<file path="src/rtl/cruise_speed_controller.sv">
// Cruise-control sequencer: target latch/adjust, hysteretic speed compare, stale-feed fault.
// Optional feature: define CRUISE_RESUME_EN to enable resume and keep the target across disengage.
module cruise_speed_controller #(
  parameter logic [7:0] MIN_SPEED = 8'd30,
  parameter logic [7:0] MAX_SPEED = 8'd180,
  parameter logic [7:0] STEP      = 8'd5,
  parameter logic [7:0] HYST      = 8'd2,
  parameter logic [7:0] TIMEOUT   = 8'd255
) (
  input  logic       clk,
  input  logic       rst_n,
  input  logic       power_on,
  input  logic       set_btn,
  input  logic       resume_btn,
  input  logic       cancel_btn,
  input  logic       brake,
  input  logic       inc_btn,
  input  logic       dec_btn,
  input  logic [7:0] speed,
  input  logic       speed_valid,
  output logic       throttle_up,
  output logic       throttle_dn,
  output logic       cruise_active,
  output logic [7:0] target_speed,
  output logic       target_valid,
  output logic       fault,
  output logic [2:0] state
);

`ifdef CRUISE_RESUME_EN
  localparam bit RESUME_EN = 1'b1;
`else
  localparam bit RESUME_EN = 1'b0;
`endif

  typedef enum logic [2:0] {
    S_OFF = 3'd0, S_STBY = 3'd1, S_HOLD = 3'd2, S_ACCEL = 3'd3, S_DECEL = 3'd4
  } st_e;

  typedef struct packed {
    logic set;
    logic resume;
    logic inc;
    logic dec;
  } btn_t;

  st_e        state_q, state_nxt;
  btn_t       btn_now, btn_q, btn_rise;
  logic [7:0] tgt_q, tgt_nxt;
  logic       tv_q, tv_nxt, flt_q, flt_nxt;
  logic [7:0] cnt_q, cnt_nxt;

  logic [8:0] spd9, tgt9, inc_sum;
  logic       engaged, set_ok, resume_ok, adj_inc, adj_dec, timeout_hit, disengage;
  logic       cmp_lo, cmp_hi;

  assign btn_now  = '{set: set_btn, resume: resume_btn, inc: inc_btn, dec: dec_btn};
  assign btn_rise = btn_now & ~btn_q;

  assign spd9    = {1'b0, speed};
  assign tgt9    = {1'b0, tgt_q};
  assign inc_sum = tgt9 + {1'b0, STEP};
  assign engaged = (state_q == S_HOLD) || (state_q == S_ACCEL) || (state_q == S_DECEL);

  assign set_ok    = btn_rise.set && speed_valid && !brake &&
                     (speed >= MIN_SPEED) && (speed <= MAX_SPEED);
  assign resume_ok = RESUME_EN && btn_rise.resume && tv_q && !brake;
  assign adj_inc   = btn_rise.inc && !btn_rise.dec;
  assign adj_dec   = btn_rise.dec && !btn_rise.inc;
  // Fires on the cycle whose increment would bring the counter to TIMEOUT.
  assign timeout_hit = engaged && !speed_valid && (cnt_q == TIMEOUT - 8'd1);
  assign disengage   = brake || cancel_btn || timeout_hit;

  assign cmp_lo = (spd9 + {1'b0, HYST}) < tgt9;
  assign cmp_hi = spd9 > (tgt9 + {1'b0, HYST});

  always_ff @(posedge clk or negedge rst_n) begin
    if (!rst_n) begin
      state_q       <= S_OFF;
      btn_q         <= '0;
      tgt_q         <= '0;
      tv_q          <= 1'b0;
      flt_q         <= 1'b0;
      cnt_q         <= '0;
      throttle_up   <= 1'b0;
      throttle_dn   <= 1'b0;
      cruise_active <= 1'b0;
    end else begin
      state_q       <= state_nxt;
      btn_q         <= btn_now;
      tgt_q         <= tgt_nxt;
      tv_q          <= tv_nxt;
      flt_q         <= flt_nxt;
      cnt_q         <= cnt_nxt;
      throttle_up   <= (state_nxt == S_ACCEL);
      throttle_dn   <= (state_nxt == S_DECEL);
      cruise_active <= (state_nxt == S_HOLD) || (state_nxt == S_ACCEL) || (state_nxt == S_DECEL);
    end
  end

  always_comb begin
    state_nxt = state_q;
    if (!power_on) begin
      state_nxt = S_OFF;
    end else begin
      case (state_q)
        S_OFF:  state_nxt = S_STBY;
        S_STBY: if (set_ok || resume_ok) state_nxt = S_HOLD;
        S_HOLD, S_ACCEL, S_DECEL: begin
          if (disengage)        state_nxt = S_STBY;
          else if (set_ok)      state_nxt = S_HOLD;
          else if (speed_valid) begin
            case (state_q)
              S_HOLD:  state_nxt = cmp_lo ? S_ACCEL : (cmp_hi ? S_DECEL : S_HOLD);
              S_ACCEL: if (spd9 >= tgt9) state_nxt = S_HOLD;
              default: if (spd9 <= tgt9) state_nxt = S_HOLD;
            endcase
          end
        end
        default: state_nxt = S_OFF;
      endcase
    end
  end

  // Compare above uses tgt_q, so a same-cycle adjust only affects the next sample.
  always_comb begin
    tgt_nxt = tgt_q;
    tv_nxt  = tv_q;
    flt_nxt = flt_q;
    cnt_nxt = cnt_q;
    if (!power_on) begin
      tgt_nxt = '0;
      tv_nxt  = 1'b0;
      flt_nxt = 1'b0;
      cnt_nxt = '0;
    end else begin
      case (state_q)
        S_STBY: begin
          cnt_nxt = '0;
          if (set_ok) begin
            tgt_nxt = speed;
            tv_nxt  = 1'b1;
            flt_nxt = 1'b0;
          end
        end
        S_HOLD, S_ACCEL, S_DECEL: begin
          if (disengage) begin
            cnt_nxt = '0;
            if (!brake && !cancel_btn) flt_nxt = 1'b1;
            if (!RESUME_EN) begin
              tgt_nxt = '0;
              tv_nxt  = 1'b0;
            end
          end else begin
            if (speed_valid)           cnt_nxt = '0;
            else if (cnt_q != TIMEOUT) cnt_nxt = cnt_q + 8'd1;
            if (set_ok)
              tgt_nxt = speed;
            else if (adj_inc)
              tgt_nxt = (inc_sum > {1'b0, MAX_SPEED}) ? MAX_SPEED : inc_sum[7:0];
            else if (adj_dec)
              tgt_nxt = (tgt9 < ({1'b0, MIN_SPEED} + {1'b0, STEP})) ? MIN_SPEED : (tgt_q - STEP);
          end
        end
        default: cnt_nxt = '0;
      endcase
    end
  end

  assign target_speed = tgt_q;
  assign target_valid = tv_q;
  assign fault        = flt_q;
  assign state        = state_q;

endmodule

</file>
<file path="config.mk">
export PLATFORM = sky130hd
export DESIGN_NAME = cruise_speed_controller
export DESIGN_NICKNAME = d
export VERILOG_FILES = /design/src/rtl/cruise_speed_controller.sv
export SDC_FILE = /design/constraint.sdc
export NUM_CORES = 1
export LEC_CHECK = 0
export BUFFER_PORTS_ARGS = -buffer_cell sky130_fd_sc_hd__buf_2
export CORE_MARGIN = 2
export CORE_UTILIZATION = 50
export DETAILED_ROUTE_END_ITERATION = 10
export PLACE_DENSITY = 0.8
export SLEW_MARGIN = 5
export SYNTH_ARGS = -nofsm -noshare
export SYNTH_HDL_FRONTEND = slang
export SYNTH_SLANG_ARGS = --single-unit
</file>
<file path="constraint.sdc">
create_clock -name clk -period 3.7 [get_ports clk]
set_input_delay 0.555 -clock clk [delete_from_list [all_inputs] [get_ports clk]]
set_output_delay 0.555 -clock clk [all_outputs]
set_load 0.01 [all_outputs]
</file>
==> impl_metrics.env <==
export IMPL_yosys_warnings=0
export IMPL_placed_cell_area_sq_um=2963
export IMPL_dieWidth_um=78.20
export IMPL_worstPathMaxFanout=15
export IMPL_syn_area_sq_um=2753
export IMPL_grt_max_degree=28
export IMPL_crit_path_end_kind="register"
export IMPL_criticalPathCategory="register to register"
export IMPL_grt_pass1_vias=2673
export IMPL_min_period_ns=3.057
export IMPL_leakage_nw=1.317
export IMPL_hp_class="primary input to async pin"
export IMPL_final_nets=406
export IMPL_synth_nets=376
export IMPL_num_vias=2695
export IMPL_report_final_setup_viol=0
export IMPL_maxCapViolCount=0
export IMPL_max_freq_ghz=0.3271
export IMPL_max_vdd_ir_drop_v=0.0001985
export IMPL_place_ws_ns=0.7012
export IMPL_post_cts_setup_buffer_count=0
export IMPL_ys_seq_elements=27
export IMPL_die_h_um=78.20
export IMPL_grt_ovfl_total=0
export IMPL_n_antenna_cell=0
export IMPL_ys_types=66
export IMPL_numClockSinks=27
export IMPL_drt_wirelength_per_cell_um=16.78
export IMPL_die_area_sq_um=6114
export IMPL_r2r_setup_slack_ns=0.64
export IMPL_async_flop_share=1.000
export IMPL_gp_congestion=0.9559
export IMPL_finalClockSkew_ns=0.003177
export IMPL_ctsHoldBuffers=0
export IMPL_io_buffers=32
export IMPL_design_area_sq_um=3008
export IMPL_pin_count=34
export IMPL_antenna_found_initial=0
export IMPL_rsz0062_at_grt="false"
export IMPL_htreeDepth=1
export IMPL_fin_crit_sh=0.8262
export IMPL_slew_violations=0
export IMPL_worst_pin_slew_ns=0.6000
export IMPL_ant_nets=0
export IMPL_tns_ns=0
export IMPL_worstReg2RegEnd="target_speed[3]"
export IMPL_via_per_inst=6.326
export IMPL_avgSynthCellArea_sq_um=8.470
export IMPL_initial_core_util=0.5093
export IMPL_cts_buffers=3
export IMPL_netlist_instances=325
export IMPL_rr_startpoint="target_speed[2]"
export IMPL_post_dp_hpwl_um=5457
export IMPL_synth_area_leader_cell="dfrtp_1"
export IMPL_grt_pass1_wl_um=12380
export IMPL_cts_root_buf="clkbuf_8"
export IMPL_clk_pin_slew_ns=0.09
export IMPL_power_density_nw_per_um2=246.5
export IMPL_worst_endpoint_required_ns=3.90
export IMPL_drt_pass1_iterations=5
export IMPL_cts_resized=0
export IMPL_drc=0
export IMPL_cts_tree="done"
export IMPL_synth_edf_count=0
export IMPL_r2r_cells=8
export IMPL_area_growth_pct=9.273
export IMPL_critPathArrivalTime_ns=3.26
export IMPL_cp_start_kind="register"
export IMPL_worstSkewPairLatency_ns=0.27
export IMPL_hold_viol_final=0
export IMPL_ys_top_cells_by_area="dfrtp_1 25%, ha_1 15%, nor2_1 4.6%"
export IMPL_ys_flop_type="dfrtp_1"
export IMPL_routed_wl_um=7150
export IMPL_yosysTopAreaCellShare=0.2455
export IMPL_drive_gt1_frac=0.1412
export IMPL_status="finished clean"
export IMPL_track_usage=0.2454
export IMPL_core_sq_um=5405
export IMPL_finalPower_w=0.0007415
export IMPL_synth_yosys_seq_area_share=0.2455
export IMPL_holdWs_ns=0.2794
export IMPL_drt_initial_drc_count=168
export IMPL_rows=27
export IMPL_maxSlewHeadroom=0.6000
export IMPL_final_setup_worst_slack_ns=0.6429
export IMPL_clockBufferDepth=2
## power breakdown
part           total, W  leakage [nW]  switching (W)  internal (W)
clock network  0.000165        0.0228      0.0000875     0.0000771
logic          0.000251         0.933       0.000148      0.000104
registers      0.000325         0.361      0.0000221      0.000303
total          0.000741          1.32       0.000257      0.000484
## registers in the layout, summed over array words and instances (netlist names)
name,flops
state,3
fault,1
target_valid,1
target_speed,8
throttle_up,1
cnt_q,8
cruise_active,1
btn_q,3
throttle_dn,1
## worst max path at each step
| stage | startpoint | end | cells past startpoint |
|---|---|---|---|
| detailed placement | target_speed[2] | target_speed[3] | 8 |
| finish | target_speed[2] | target_speed[3] | 8 |
| global route | target_speed[2] | target_speed[3] | 8 |
| CTS | target_speed[2] | target_speed[3] | 8 |
| global placement | speed[3] | throttle_dn | 12 |
| floorplan | target_speed[4] | state[2] | 10 |
## cells in the mapped netlist (3+ instances only)
cell type,count
nor2_1,34
ha_1,33
dfrtp_1,27
a21oi_1,22
nand3_1,18
inv_1,15
xnor2_1,14
nand2_1,13
o21ai_0,13
nand2b_1,10
nand4_1,9
and3_1,8
nor2b_1,6
o21a_1,6
and2_1,5
nor3_1,5
o31ai_1,5
clkbuf_1,4
nor4_1,4
a32oi_1,3
o2111a_1,3
o21ai_1,3
o221ai_1,3
o22ai_1,3
xor2_1,3
## critical path: stages (launching register included)
cell      delay, ns
dfrtp_1        0.66
inv_1          0.30
ha_1           0.30
a21oi_1        0.34
o221ai_1       0.27
o311ai_2       0.18
a311oi_1       0.22
or4b_1         0.56
a21oi_1        0.15
## stage by stage
step | cells | utilization
floorplan | 325 | -
global route | 426 | 0.5565
detailed placement | 422 | 0.5481
finish | 426 | 0.5565
global placement | 422 | 0.5481
CTS | 426 | 0.5565
## cell families (layout without fill, tap and decap cells)
family,count (synthesis),in the layout,synth area share
simple gates,129,129,0.2550
compound gates,94,94,0.2523
fa+ha+maj,33,33,0.1500
flops,27,27,0.2455
xor+xnor,17,17,0.05409
buf+inv,25,54,0.04318
## layer usage
metal | vias to the layer above | track usage | part of all wire
li1 | 1282 | - | -
met1 | 1304 | 0.3345 | 0.46
met2 | 97 | 0.4164 | 0.48
met3 | 12 | 0.03793 | 0.055
met4 | 0 | 0.04561 | 0.011
met5 | - | 0 | 0
## placed cells by master, fill, tap and decap left out, drive strengths merged, types with 3 or more instances in the layout
cell,instances
a21boi,3
a21oi,22
a32oi,3
and2,5
and3,8
buf,35
clkbuf,4
dfrtp,27
ha,33
inv,15
nand2,13
nand2b,10
nand3,18
nand4,9
nor2,35
nor2b,6
nor3,5
nor4,5
o2111a,3
o21a,6
o21ai,16
o221ai,3
o22ai,3
o31ai,6
or2,3
xnor2,14
xor2,3
## cell type report
type                    instances  area, sq um
well taps                      72        90.09
flip-flops and latches         27        675.6
inverters                      15        56.30
multi-input cells             273         1958
repair buffers                 35        182.7
clock buffers                   4        45.04
fillers                       506         2397
No activity file was read; power rests on OpenSTA's default activity.
